`src/rtl/cpu_pkg.sv`:
```
// Shared definitions for the 16-bit CPU front end: instruction width,
// fetch-stage defaults and the fetch state encoding.
package cpu_pkg;

  localparam int INSTR_W = 16;
  localparam int ADDR_W_DEF = 16;
  localparam int unsigned RESET_PC_DEF = 0;

  typedef enum logic [1:0] {
    IDLE  = 2'd0,
    FETCH = 2'd1,
    FULL  = 2'd2,
    DRAIN = 2'd3
  } fetch_state_t;

endpackage

```
`src/rtl/instr_fetch.sv`:
```
// Instruction fetch stage: PC, single-outstanding memory fetch, one-entry IR.
// Optional INSTR_FETCH_PERF_EN adds the instr_count accepted-instruction counter.
//
// Handshakes: mem_req is a level held with a stable mem_addr until the cycle
// mem_ack is sampled high; instr_set transfers on any rising edge where
// instr_valid && instr_ready, and instr_valid only drops on transfer, redirect or reset.
module instr_fetch
  import cpu_pkg::*;
#(
  parameter int ADDR_W = cpu_pkg::ADDR_W_DEF,
  parameter logic [ADDR_W-1:0] RESET_PC = ADDR_W'(cpu_pkg::RESET_PC_DEF)
) (
  input  logic               clk,
  input  logic               rst_n,
  output logic               mem_req,
  output logic [ADDR_W-1:0]  mem_addr,
  input  logic               mem_ack,
  input  logic [INSTR_W-1:0] mem_rdata,
  output logic [INSTR_W-1:0] instr_set,
  output logic               instr_valid,
  input  logic               instr_ready,
  output logic [ADDR_W-1:0]  pc_out,
  input  logic               redirect,
  input  logic [ADDR_W-1:0]  redirect_pc
`ifdef INSTR_FETCH_PERF_EN
  ,
  output logic [15:0]        instr_count
`endif
);

  fetch_state_t      state;
  logic [ADDR_W-1:0] pc;
  logic [ADDR_W-1:0] pc_next;

  assign pc_next = pc + ADDR_W'(1);

  always_ff @(posedge clk or negedge rst_n) begin
    if (!rst_n) begin
      state       <= IDLE;
      pc          <= RESET_PC;
      mem_req     <= 1'b0;
      mem_addr    <= RESET_PC;
      instr_set   <= '0;
      instr_valid <= 1'b0;
      pc_out      <= RESET_PC;
    end else begin
      case (state)
        IDLE: begin
          state   <= FETCH;
          mem_req <= 1'b1;
          if (redirect) begin
            pc       <= redirect_pc;
            mem_addr <= redirect_pc;
          end else begin
            mem_addr <= pc;
          end
        end

        FETCH: begin
          if (mem_ack && redirect) begin
            // Returned word is stale; issue the redirected fetch straight away.
            pc       <= redirect_pc;
            mem_addr <= redirect_pc;
          end else if (mem_ack) begin
            instr_set   <= mem_rdata;
            pc_out      <= pc;
            pc          <= pc_next;
            instr_valid <= 1'b1;
            mem_req     <= 1'b0;
            state       <= FULL;
          end else if (redirect) begin
            // The request cannot be withdrawn, so keep it up and drop its data later.
            pc    <= redirect_pc;
            state <= DRAIN;
          end
        end

        FULL: begin
          if (redirect) begin
            instr_valid <= 1'b0;
            pc          <= redirect_pc;
            mem_addr    <= redirect_pc;
            mem_req     <= 1'b1;
            state       <= FETCH;
          end else if (instr_ready) begin
            instr_valid <= 1'b0;
            mem_addr    <= pc;
            mem_req     <= 1'b1;
            state       <= FETCH;
          end
        end

        DRAIN: begin
          if (redirect) begin
            pc <= redirect_pc;
          end
          if (mem_ack) begin
            mem_addr <= redirect ? redirect_pc : pc;
            state    <= FETCH;
          end
        end

        default: begin
          state   <= IDLE;
          mem_req <= 1'b0;
        end
      endcase
    end
  end

`ifdef INSTR_FETCH_PERF_EN
  always_ff @(posedge clk or negedge rst_n) begin
    if (!rst_n) begin
      instr_count <= 16'h0000;
    end else if (instr_valid && instr_ready) begin
      instr_count <= instr_count + 16'h0001;
    end
  end
`endif

endmodule

```
`config.mk`:
```
export PLATFORM = sky130hd
export DESIGN_NAME = instr_fetch
export DESIGN_NICKNAME = d
export VERILOG_FILES = /design/src/rtl/cpu_pkg.sv /design/src/rtl/instr_fetch.sv
export SDC_FILE = /design/constraint.sdc
export NUM_CORES = 1
export LEC_CHECK = 0
export CAP_MARGIN = 10
export CORE_UTILIZATION = 33
export DETAILED_ROUTE_END_ITERATION = 6
export GPL_TIMING_DRIVEN = 0
export PLACE_DENSITY_LB_ADDON = 0.15
export SLEW_MARGIN = 20
export SYNTH_ARGS = -nofsm -noshare
export SYNTH_HDL_FRONTEND = slang
export SYNTH_SLANG_ARGS = --single-unit
export TNS_END_PERCENT = 100
```
`constraint.sdc`:
```
create_clock -name clk -period 2.2 [get_ports clk]
set_clock_uncertainty 0.05 [all_clocks]
set_input_delay 0.44 -clock clk [delete_from_list [all_inputs] [get_ports clk]]
set_output_delay 0.44 -clock clk [all_outputs]
set_load 0.02 [all_outputs]
```
Yosys cells after proc, flatten, opt, wreduce, memory -nomap -nowiden
Cells that the tools add are included.
{"block": "totals", "regBits": 68, "latch_bits": 0, "ram_bits": 0, "romBits": 0, "in_bits": 37, "output_inout_bits": 50, "wordCells": 54, "mem_count": 0}
{"block": "op_classes", "add_sub_neg": 1, "multipliers": 0, "div_mod_pow": 0, "order_cmp": 0, "eq_ne": 9, "shifts": 0, "mux": 26, "bitwise_logic": 1, "reduce_logical": 10}
{"cell": "16-bit 2-to-1 mux", "n": 7}
{"cell": "16-bit one-hot mux with 4 select lines", "n": 1}
{"cell": "16-bit one-hot mux with 2 select lines", "n": 1}
{"cell": "16-bit by 1-bit adder with 16-bit output, second input constant", "n": 1}
{"cell": "2-bit 2-to-1 mux", "n": 6}
{"cell": "4-bit AND reduction", "n": 3}
{"cell": "1-bit 2-to-1 mux", "n": 8}
{"cell": "2-bit != test, second input constant", "n": 4}
{"cell": "2-bit one-hot mux with 4 select lines", "n": 1}
{"cell": "3-bit != test, second input constant", "n": 2}
{"cell": "3-bit AND reduction", "n": 2}
{"cell": "2-bit equality test, second input constant", "n": 2}
{"cell": "1-bit one-hot mux with 3 select lines", "n": 1}
{"cell": "3-bit nonzero test", "n": 1}
{"cell": "3-bit OR reduction", "n": 1}
{"cell": "2-bit by 1-bit equality test with 1-bit output, second input constant", "n": 1}
{"cell": "2-bit logical NOT", "n": 1}
{"cell": "1-bit one-hot mux with 2 select lines", "n": 1}
{"cell": "2-bit nonzero test", "n": 1}
{"cell": "1-bit logical AND", "n": 1}
{"cell": "1-bit inverter", "n": 1}

Logic depth before layout (Yosys ltp)
{"block": "depth", "word_depth": 4, "ltp_mapped": 6, "depth_no_buf": 5}

Worst setup path after synthesis
OpenSTA, ideal clock, no wires.
{"block": "synth_timing", "kind": "reg2reg", "start": "reg pc[0]", "end": "reg pc[14]", "setup_ns": 0.082, "arrival_ns": 1.669, "t_required_ns": 2.068, "path_slack_ns": 0.399, "path_stages_with_launch": 6, "path_buffers": 0, "synth_period_minus_slack_ns": 1.801, "cell_sequence": "dfrtp_1 > ha_1 > nand3_2 > or4_1 > or3_1 > a31oi_1"}
{"block": "synth_via", "elab_chain_cells": 4}
{"item": "from (decl)", "line_no": "instr_fetch.sv:32", "source": "logic [ADDR_W-1:0] pc;"}
{"item": "from (signal assigned)", "line_no": "instr_fetch.sv:52", "source": "pc <= redirect_pc;"}
{"item": "from (signal assigned)", "line_no": "instr_fetch.sv:62", "source": "pc <= redirect_pc;"}
{"item": "from (signal assigned)", "line_no": "instr_fetch.sv:67", "source": "pc <= pc_next;"}
{"item": "16-bit by 1-bit adder with 16-bit output", "line_no": "instr_fetch.sv:35", "source": "assign pc_next = pc + ADDR_W'(1);"}
{"item": "16-bit 2-to-1 mux", "line_no": "instr_fetch.sv:64", "source": "end else if (mem_ack) begin"}
{"item": "16-bit 2-to-1 mux", "line_no": "instr_fetch.sv:60", "source": "if (mem_ack && redirect) begin"}
{"item": "16-bit one-hot mux with 2 select lines", "line_no": "instr_fetch.sv:47", "source": "case (state)"}
Every way passes these cells.
A chain may end at the register's enable or synchronous reset.

Worst setup path after layout
Ends and elaborated chain as after synthesis.

==> impl_metrics.toml <==
[global_route]
antenna_found_initial = 0
grt_overflow = 0
grt_pass1_vias = 2480
grt_max_degree = 36
grt.total_usage_pct = 16.8
grt_pass1_wl_mm = 12.5

[setup_path]
crit_required_ns = 2.42
worstSetupPathType = "reg2reg"
reg2reg_to = "pc[14]"
slowest_stage = "or4_1"
cp_data_arrival_time_ns = 2.24
critPathMaxFanout = 6
reg2reg_from = "pc[0]"
startpoint_type = "register"
worstPathCellList = "ha_1 -> nand3_2 -> or4_1 -> or3_1 -> a31oi_1"
endpoint_kind = "register"
max_stage_delay_ns = 0.56
reg2regPathDepth = 5
ff2ff_setup_slack_ns = 0.18

[worst_hold_path]
min_from = "pc_out[9]"
hold_path_depth = 1
whs_endpoint = "pc_out[9]"
hold_class = "reg2reg"

[timing]
finalWorstSetupSlack_ns = 0.177
whs_ns = 0.457
rsz0062_at_grt = "false"
hold_violations = 0
finalCriticalPeriod_ns = 2.02
relSlewSlack_pct = 60.0
worst_slew_pin_slew_ns = 0.601
fin_setup_tns_ns = 0
max_freq_ghz = 0.494
finalSetupViolCount = 0
finalCritPeriodShare_pct = 91.9
slew_violations = 0

[synthesis]
yosysSeqAreaShare_pct = 55.4
syn_nets = 309
synth-adder-area-share_pct = 0.407
post_synth_and_or_nand_nor_area_fraction_pct = 12.3
syn_avg_cell_area_sq_um = 11.3
synth_warnings = 0
syn_area_sq_um = 3070
synth_xor_area_share_pct = 3.42
synth_seq_cells = 68
synth_top_family_by_area = "multiplexers"
synth_mux_area_share_pct = 17.9
synth_cell_types = 33
synth_compound_area_share_pct = 7.37
syn_inst = 271

[floorplan]
die_x_microns = 98.5
rows = 34
start_util_pct = 34.6
fp.dieArea_sq_um = 9710
coreArea_sq_um = 8890
fp.dieH_microns = 98.5
io_pins = 87

[pwr]
p_total_mw = 4.50
cellLeakagePower_nw = 1.72
power_density_nw_per_um2 = 1050
vdd_drop_max_mv = 0.525

[finish]
final_cell_mix = "clkdlybuf4s50_1 (84), dfrtp_1 (68), mux2_2 (32)"
multi_input_area_sq_um = 1270
drive_above_1_share_pct = 16.3
fin_area_sq_um = 4300
fillCellCount = 837
seqCellArea_sq_um = 1700
finalNetCount = 407
num_antenna_cells = 0
final_util_pct = 48.3
area_growth_pct = 39.8
fin_cells = 482
final_common_cell = "clkdlybuf4s50_1"

[cts]
clockBufferDepth = 2
cts_root_buffer = "clkbuf_8"
clkLatencyLatePin_ns = 0.35
clk_pin_slew_ns = 0.08
cts_tree = "yes"
clock-sinks = 68
post_cts_resized = 0
post-cts-setup-buffer-count = 0
postCtsHoldBufs = 1
htreeDepth = 3
cts_buffers = 9

[placement]
dpl_worst_slack_ns = -0.179
dp.cells = 465
place_area_sq_um = 4080
hpwlAfterDp_mm = 5.52
port_buffers = 85
gp_congestion = 0.784

[detailed_routing]
drtAntennaViolNets = 0
drc = 5
vias_per_cell = 4.93
via_count = 2378
routed_wl_mm = 7.74
wl_per_cell_microns = 16.0
first_iter_violations = 96
first_pass_iters = 7

[run_status]
outcome = "complete, but fails checks"
violations = "DRC"

[flow_run]
cap_violations = 0
## logic make-up (layout without fill, tap and decap cells)
kind of cell               after synthesis  after routing
AOI/OAI and AO/OA                       43             43
xor gates and xnor gates                12             12
adders and majority gates                1              1
buffers and inverters                   24            127
DFF                                     68             68
muxes                                   51             51
and+or+nand+nor                         72             72
## worst max-delay path by stage
stage	slack, ns	to	from
after global placement	-1.85	instr_set[6]	rst_n
after CTS	0.18	pc[14]	pc[0]
final	0.18	pc[14]	pc[0]
after detailed placement	-0.18	instr_set[13]	mem_ack
after global routing	0.06	pc[14]	pc[0]
after floorplan	0.40	pc[14]	pc[0]
## synthesized netlist by cell type
master,n,area (sq um)
nand4_1,4,25.0
a22oi_1,2,15.0
clkbuf_1,11,41.3
xor2_1,2,17.5
nand3_2,1,10.0
nand2_1,21,78.8
xnor2_1,10,87.6
buf_4,1,7.51
nor4_4,1,21.3
nor4b_1,1,8.76
nand3_1,3,15.0
nor3_1,9,45.0
mux2i_1,19,190
mux2_2,32,360
o22ai_1,1,6.26
nand2b_1,3,18.8
buf_2,5,25.0
dfrtp_1,68,1700
nand3b_1,1,7.51
nor2b_1,2,12.5
or3_1,1,6.26
and3b_1,1,8.76
ha_1,1,12.5
a21oi_2,1,8.76
inv_1,6,22.5
clkbuf_2,1,5.00
nor4_1,3,18.8
a31oi_1,1,6.26
or4_1,1,7.51
nor2_1,19,71.3
o21ai_0,18,90.1
nand4_4,1,21.3
a21oi_1,20,100
## routing by layer
metal	up-vias	routed length, microns	track usage, %
li1	1139	-	-
met1	1172	3420	20.7
met2	60	3810	28.3
met3	7	399	5.46
met4	0	109	4.59
met5	-	0	0
## worst max-delay path: cells and delay by family, from the launching register on
kind | cells | cell delay (ns)
AO/OA/AOI/OAI | 1 | 0.16
adder cells (fa/ha/maj) | 1 | 0.24
flip-flops | 1 | 0.48
AND/OR/NAND/NOR | 3 | 1.02
## sequential cells by signal, indices dropped and copies added (netlist names)
register,flops
mem_req,1
pc,16
state,2
instr_valid,1
mem_addr,16
pc_out,16
instr_set,16
## power breakdown
part           switching (mW)  total (mW)  internal, mW
clock                   0.498        1.09         0.587
combinational           0.787        1.62         0.838
sequential              0.211        1.79          1.58
total                    1.50        4.50          3.00
## cell type report
class / count / area share (%)
flip-flops and latches: 68 / 39.6
multi-input cells: 179 / 29.6
repair buffers: 87 / 20.4
clock buffers: 11 / 3.52
well taps: 108 / 3.14
plain buffers: 18 / 1.83
clock inverters: 5 / 1.37
inverters: 6 / 0.524
Power figures use the tool's default switching activity.
